**src/rtl/vga_frame_reader.sv**
```systemverilog
// ---------------------------------------------------------------------------
// vga_frame_reader
//
// Reads a FB_WIDTH-wide RGB565 frame buffer and shows it 2x upscaled on a
// VGA timing raster (640x480@60 with the default parameters). A pixel tick
// is derived from the system clock by dividing it by CLK_DIV.
//
// Pipeline, one stage per pixel tick:
//   stage A (on the tick edge): snapshot of the current (h,v) raster
//            position -> RAM read request (addr_out/regread) plus sync and
//            first-pixel flags for that position.
//   stage B (on the next tick edge): RAM data (valid one clk after the
//            request) and the delayed flags become the VGA outputs, so RGB
//            and syncs stay aligned.
//
// Ports:
//   clk         system clock, rising edge
//   rst         synchronous reset, active-high
//   addr_out    frame-buffer read address
//   regread     frame-buffer read enable
//   ram_data    frame-buffer read data (RGB565), one clk after the request
//   vga_hsync   horizontal sync, active-low
//   vga_vsync   vertical sync, active-low
//   vga_r/g/b   colour components, zero during blanking
//   visible     high while the displayed pixel is in the active area
//   frame_start one-clk pulse when pixel (0,0) is put on the outputs
// ---------------------------------------------------------------------------
module vga_frame_reader #(
    parameter int CLK_DIV   = 2,
    parameter int H_VISIBLE = 640,
    parameter int H_FRONT   = 16,
    parameter int H_SYNC    = 96,
    parameter int H_BACK    = 48,
    parameter int V_VISIBLE = 480,
    parameter int V_FRONT   = 10,
    parameter int V_SYNC    = 2,
    parameter int V_BACK    = 33,
    parameter int FB_WIDTH  = 320,
    parameter int ADDR_W    = 17,
    parameter int DATA_W    = 16
) (
    input  logic              clk,
    input  logic              rst,
    output logic [ADDR_W-1:0] addr_out,
    output logic              regread,
    input  logic [DATA_W-1:0] ram_data,
    output logic              vga_hsync,
    output logic              vga_vsync,
    output logic [4:0]        vga_r,
    output logic [5:0]        vga_g,
    output logic [4:0]        vga_b,
    output logic              visible,
    output logic              frame_start
);

    localparam int H_TOTAL = H_VISIBLE + H_FRONT + H_SYNC + H_BACK;
    localparam int V_TOTAL = V_VISIBLE + V_FRONT + V_SYNC + V_BACK;
    localparam int DIV_W   = $clog2(CLK_DIV);
    localparam int H_W     = $clog2(H_TOTAL);
    localparam int V_W     = $clog2(V_TOTAL);

    localparam logic [DIV_W-1:0]  DIV_LAST = DIV_W'(CLK_DIV - 1);
    localparam logic [H_W-1:0]    H_LAST   = H_W'(H_TOTAL - 1);
    localparam logic [H_W-1:0]    H_ACT    = H_W'(H_VISIBLE);
    localparam logic [H_W-1:0]    HS_BEGIN = H_W'(H_VISIBLE + H_FRONT);
    localparam logic [H_W-1:0]    HS_END   = H_W'(H_VISIBLE + H_FRONT + H_SYNC);
    localparam logic [V_W-1:0]    V_LAST   = V_W'(V_TOTAL - 1);
    localparam logic [V_W-1:0]    V_ACT    = V_W'(V_VISIBLE);
    localparam logic [V_W-1:0]    VS_BEGIN = V_W'(V_VISIBLE + V_FRONT);
    localparam logic [V_W-1:0]    VS_END   = V_W'(V_VISIBLE + V_FRONT + V_SYNC);
    localparam logic [ADDR_W-1:0] FB_STEP  = ADDR_W'(FB_WIDTH);

    // The RAM answers one clk after the request; with a single-clk tick the
    // data would arrive after stage B has already sampled it.
    if (CLK_DIV < 2) begin : g_bad_div
        $error("vga_frame_reader: CLK_DIV must be at least 2");
    end

    // Raster state
    logic [DIV_W-1:0]  div_cnt_q, div_cnt_d;
    logic [H_W-1:0]    h_cnt_q, h_cnt_d;
    logic [V_W-1:0]    v_cnt_q, v_cnt_d;
    // (v_cnt>>1)*FB_WIDTH kept as a running sum instead of a multiplier
    logic [ADDR_W-1:0] row_base_q, row_base_d;

    // Stage A
    logic [ADDR_W-1:0] addr_q, addr_d;
    logic              regread_q, regread_d;
    logic              hs_a_q, hs_a_d;
    logic              vs_a_q, vs_a_d;
    logic              first_a_q, first_a_d;

    // Stage B
    logic [DATA_W-1:0] rgb_q, rgb_d;
    logic              hsync_q, hsync_d;
    logic              vsync_q, vsync_d;
    logic              visible_q, visible_d;
    logic              frame_start_q, frame_start_d;

    logic tick;
    logic act;

    assign tick = (div_cnt_q == DIV_LAST);
    assign act  = (h_cnt_q < H_ACT) && (v_cnt_q < V_ACT);

    always_comb begin
        div_cnt_d     = tick ? '0 : div_cnt_q + 1'b1;
        h_cnt_d       = h_cnt_q;
        v_cnt_d       = v_cnt_q;
        row_base_d    = row_base_q;

        addr_d        = addr_q;
        regread_d     = regread_q;
        hs_a_d        = hs_a_q;
        vs_a_d        = vs_a_q;
        first_a_d     = first_a_q;

        rgb_d         = rgb_q;
        hsync_d       = hsync_q;
        vsync_d       = vsync_q;
        visible_d     = visible_q;
        frame_start_d = 1'b0;

        if (tick) begin
            // Raster counters
            if (h_cnt_q == H_LAST) begin
                h_cnt_d = '0;
                if (v_cnt_q == V_LAST) begin
                    v_cnt_d    = '0;
                    row_base_d = '0;
                end else begin
                    v_cnt_d = v_cnt_q + 1'b1;
                    // leaving an odd line means the next source row begins
                    if (v_cnt_q[0]) begin
                        row_base_d = row_base_q + FB_STEP;
                    end
                end
            end else begin
                h_cnt_d = h_cnt_q + 1'b1;
            end

            // Stage A: request the pixel for the current position
            regread_d = act;
            if (act) begin
                addr_d = row_base_q + ADDR_W'(h_cnt_q >> 1);
            end
            hs_a_d    = (h_cnt_q >= HS_BEGIN) && (h_cnt_q < HS_END);
            vs_a_d    = (v_cnt_q >= VS_BEGIN) && (v_cnt_q < VS_END);
            first_a_d = (h_cnt_q == '0) && (v_cnt_q == '0);

            // Stage B: present the pixel requested on the previous tick;
            // regread_q doubles as that pixel's active flag.
            rgb_d         = regread_q ? ram_data : '0;
            hsync_d       = ~hs_a_q;
            vsync_d       = ~vs_a_q;
            visible_d     = regread_q;
            frame_start_d = first_a_q;
        end
    end

    always_ff @(posedge clk) begin
        if (rst) begin
            div_cnt_q     <= '0;
            h_cnt_q       <= '0;
            v_cnt_q       <= '0;
            row_base_q    <= '0;
            addr_q        <= '0;
            regread_q     <= 1'b0;
            hs_a_q        <= 1'b0;
            vs_a_q        <= 1'b0;
            first_a_q     <= 1'b0;
            rgb_q         <= '0;
            hsync_q       <= 1'b1;
            vsync_q       <= 1'b1;
            visible_q     <= 1'b0;
            frame_start_q <= 1'b0;
        end else begin
            div_cnt_q     <= div_cnt_d;
            h_cnt_q       <= h_cnt_d;
            v_cnt_q       <= v_cnt_d;
            row_base_q    <= row_base_d;
            addr_q        <= addr_d;
            regread_q     <= regread_d;
            hs_a_q        <= hs_a_d;
            vs_a_q        <= vs_a_d;
            first_a_q     <= first_a_d;
            rgb_q         <= rgb_d;
            hsync_q       <= hsync_d;
            vsync_q       <= vsync_d;
            visible_q     <= visible_d;
            frame_start_q <= frame_start_d;
        end
    end

    assign addr_out    = addr_q;
    assign regread     = regread_q;
    assign vga_r       = rgb_q[15:11];
    assign vga_g       = rgb_q[10:5];
    assign vga_b       = rgb_q[4:0];
    assign vga_hsync   = hsync_q;
    assign vga_vsync   = vsync_q;
    assign visible     = visible_q;
    assign frame_start = frame_start_q;

endmodule
```
**config.mk**
```make
export PLATFORM = sky130hd
export DESIGN_NAME = vga_frame_reader
export DESIGN_NICKNAME = d
export VERILOG_FILES = /design/src/rtl/vga_frame_reader.sv
export SDC_FILE = /design/constraint.sdc
export NUM_CORES = 1
export LEC_CHECK = 0
export CAP_MARGIN = 25
export CELL_PAD_IN_SITES_DETAIL_PLACEMENT = 0
export CELL_PAD_IN_SITES_GLOBAL_PLACEMENT = 1
export CORE_MARGIN = 10
export CORE_UTILIZATION = 36
export CTS_BUF_LIST = sky130_fd_sc_hd__clkbuf_8 sky130_fd_sc_hd__clkbuf_16
export DETAILED_ROUTE_END_ITERATION = 8
export PLACE_DENSITY = 0.73
export SLEW_MARGIN = 5
export SYNTH_ARGS = -nofsm -noshare
export SYNTH_HDL_FRONTEND = slang
export SYNTH_SLANG_ARGS = --single-unit
```
**constraint.sdc**
```tcl
create_clock -name clk -period 1.9 [get_ports clk]
set_input_delay 0.57 -clock clk [delete_from_list [all_inputs] [get_ports clk]]
set_output_delay 0.57 -clock clk [all_outputs]
set_load 0.02 [all_outputs]
```
==> metrics <==
total CTS buffers 9; worst-skew pair later-pin latency 0.35 ns; initial core utilization 37.3%; Die X 115 µm; fmax 0.536 GHz; crit path DAT 1.30 ns; Port Buffers 55; die footprint 13,300 µm²; DRT antenna net count 0; Layout Cells excl Fill 557; Routed wire per std cell 15.9 µm; Worst Path Buf+Inv 1; instance count on the critical path 1; Via density 5.38; total chip power 3.06 mW; diode count 0; H-tree depth 3; crit end category primary output; Post-synth EDFFs 0; first-pass GRT wire length 13,900 µm; Top delay family on crit path buffers and inverters; commonest cells after routing, fill and taps aside 73 x dfxtp_1, 40 x nand2_1, 37 x buf_4; worst reg2reg path depth 6; Mapped Cells 365; Hold Vio Cnt, Final 0; Cell variety after synth 50; Final Skew 0.00746 ns; DRC viols 0; num rows 34; Layout area overhead 34.6%; Chip Height 115 µm; setup violators final 0; syn avg cell area 8.95 µm²; Synth Register Bits 73; Clock Tree Root clkbuf_8; CP Launch Point rgb_q[9]; antenna violations before repair 0; pwr/cell area 695 nW/µm²; top cell type's share of synthesized area 44.8%; Setup CP Type register to primary output; Worst path max stage delay 0.61 ns; r2r startpoint v_cnt_q[1]; Placer Congestion 0.821; GRT Total Usage 12.7%; core region area 8760 µm²; Tmin final 1.87 ns; relative slew slack 59.7%; Inst Count DP 540; Post-DP HPWL 6270 µm; sequential area share after synthesis 44.8%; Bufs on Longest Clock Path 2; hold path start first_a_q; I/O pin cnt 56; Final Max Tran Viols 0; outcome finished, final reports clean; Synth area leader dfxtp_1; crit start category register; Leak 1.96 nW; maxcap violations 0; synth top area cells dfxtp_1 45%, a21oi_1 4.9%, nand2_1 4.6%; CTS tree done; PnR worst setup slack 0.0348 ns; Hold Crit Class register to register; final design utilization 50.2%; 1st-iter DRT viols 234; largest net degree at the start of global routing 25; worst IR drop on VDD 461 µV; Layout Nets 471; total wire length 8870 µm; syn_nets 391; vias in the first global route 2,788; hold depth 2; synthesis warning total 0; worst-path cell chain clkdlybuf4s50_1; Max Fanout on Critical Path 2; Worst Tran Pin Value 0.604 ns; top_reg_cell synth dfxtp_1; period utilization 98.2%; DP Worst Slack -0.0691 ns; hold buffers post-CTS 0; clk slew on worst S/H paths 0.07 ns; TritonRoute pass-1 iters 4; Clock Sinks 73; commonest non-fill, non-tap cell in the layout dfxtp_1; Post-Syn Area 3270 µm²; Synth async-reset ratio 0%; vias 2,995; total grt overflow 0; share of cells above drive strength 1 15.1%; slowest CP cell clkdlybuf4s50_1; WP data required 1.33 ns
-- cell type report --
type | count | area (µm²)
timing repair buffer | 92 | 873
inverter | 7 | 26.3
clock buffer | 10 | 138
clock inverter | 5 | 56.3
tap | 108 | 135
sequential | 73 | 1460
multi-input combinational | 262 | 1710
fill | 830 | 4370
-- Yosys cell counts, types with 2 or more instances --
master and count:
o31ai_1 12, or4_1 12, nand3b_1 3, a311oi_1 3, and2_1 4, and3_1 5, nor2b_1 2, a211oi_1 6
nor4b_1 2, o21ai_1 3, or3_1 10, nand4_1 8, nor3_1 4, a21o_1 4, dfxtp_1 73, nor4_1 3
buf_2 8, o211a_1 2, xor2_1 6, a41o_1 2, nand2_1 40, nor2_1 20, nand2b_1 3, a21oi_1 32
xnor2_1 6, or2_2 2, inv_1 7, nand3_1 14, o21ai_0 12, clkbuf_1 15, ha_1 8, a22o_1 16
-- report_power, final --
part / total (mW) / internal (mW) / switching (mW)
Sequential: 1.58 / 1.56 / 0.0202
Clock: 1.22 / 0.633 / 0.587
Combinational: 0.253 / 0.121 / 0.132
-- cells by family (layout without fill, tap and decap cells) --
kind of cell | after synthesis | after routing | share of synthesized area, %
flops | 73 | 73 | 44.8
fa+ha+maj | 8 | 8 | 3.07
mux | 1 | 1 | 0.307
buf+inv | 31 | 114 | 4.10
compound gates | 100 | 100 | 20.9
xor+xnor | 12 | 12 | 3.22
simple gates | 140 | 141 | 23.6
-- layer usage --
metal	vias to the layer above	GRT usage (%)	part of all wire, %
met5	-	0	0
met4	0	4.95	1.3
met3	10	2.92	4.7
met2	48	18.2	43
met1	1429	17.8	51
li1	1508	-	-
-- final timing paths --
check	slack, ns	to
setup / recovery	0.03	vga_g[4]
hold / removal	0.45	first_a_q
setup reg to reg	0.09	row_base_q[16]
hold reg to reg	0.45	first_a_q
-- worst min-delay path, cell delays in order (launching register included) --
cell and delay (ns):
dfxtp_1 0.32, nand2_1 0.04, o21ai_0 0.06
-- flip-flops by register name, summed over array words and instances, names as in the netlist --
name         count
rgb_q           16
div_cnt_q        1
first_a_q        1
h_cnt_q         10
frame_start      1
addr_out        17
vs_a_q           1
vga_vsync        1
v_cnt_q         10
vga_hsync        1
row_base_q      11
visible          1
regread          1
hs_a_q           1
-- repair_timing --
action	in CTS	in global routing
pin swaps	0	3
resized for setup	2	27
buffers inserted	0	1
setup endpoints to repair	2	41
gates cloned	0	1
-- metrics by stage --
| step | area [µm²] | hold WS [ns] | TNS (ns) |
|---|---|---|---|
| final | 4400 | 0.453 | 0 |
| after detailed placement | 4110 | 0.447 | -1.03 |
| after global placement | 4110 | 0.434 | -0.582 |
| after floorplan | 3270 | 0.417 | 0 |
| after global routing | 4400 | 0.486 | -0.00463 |
| after CTS | 4310 | 0.460 | 0 |
(Power assumes the default switching activity.)
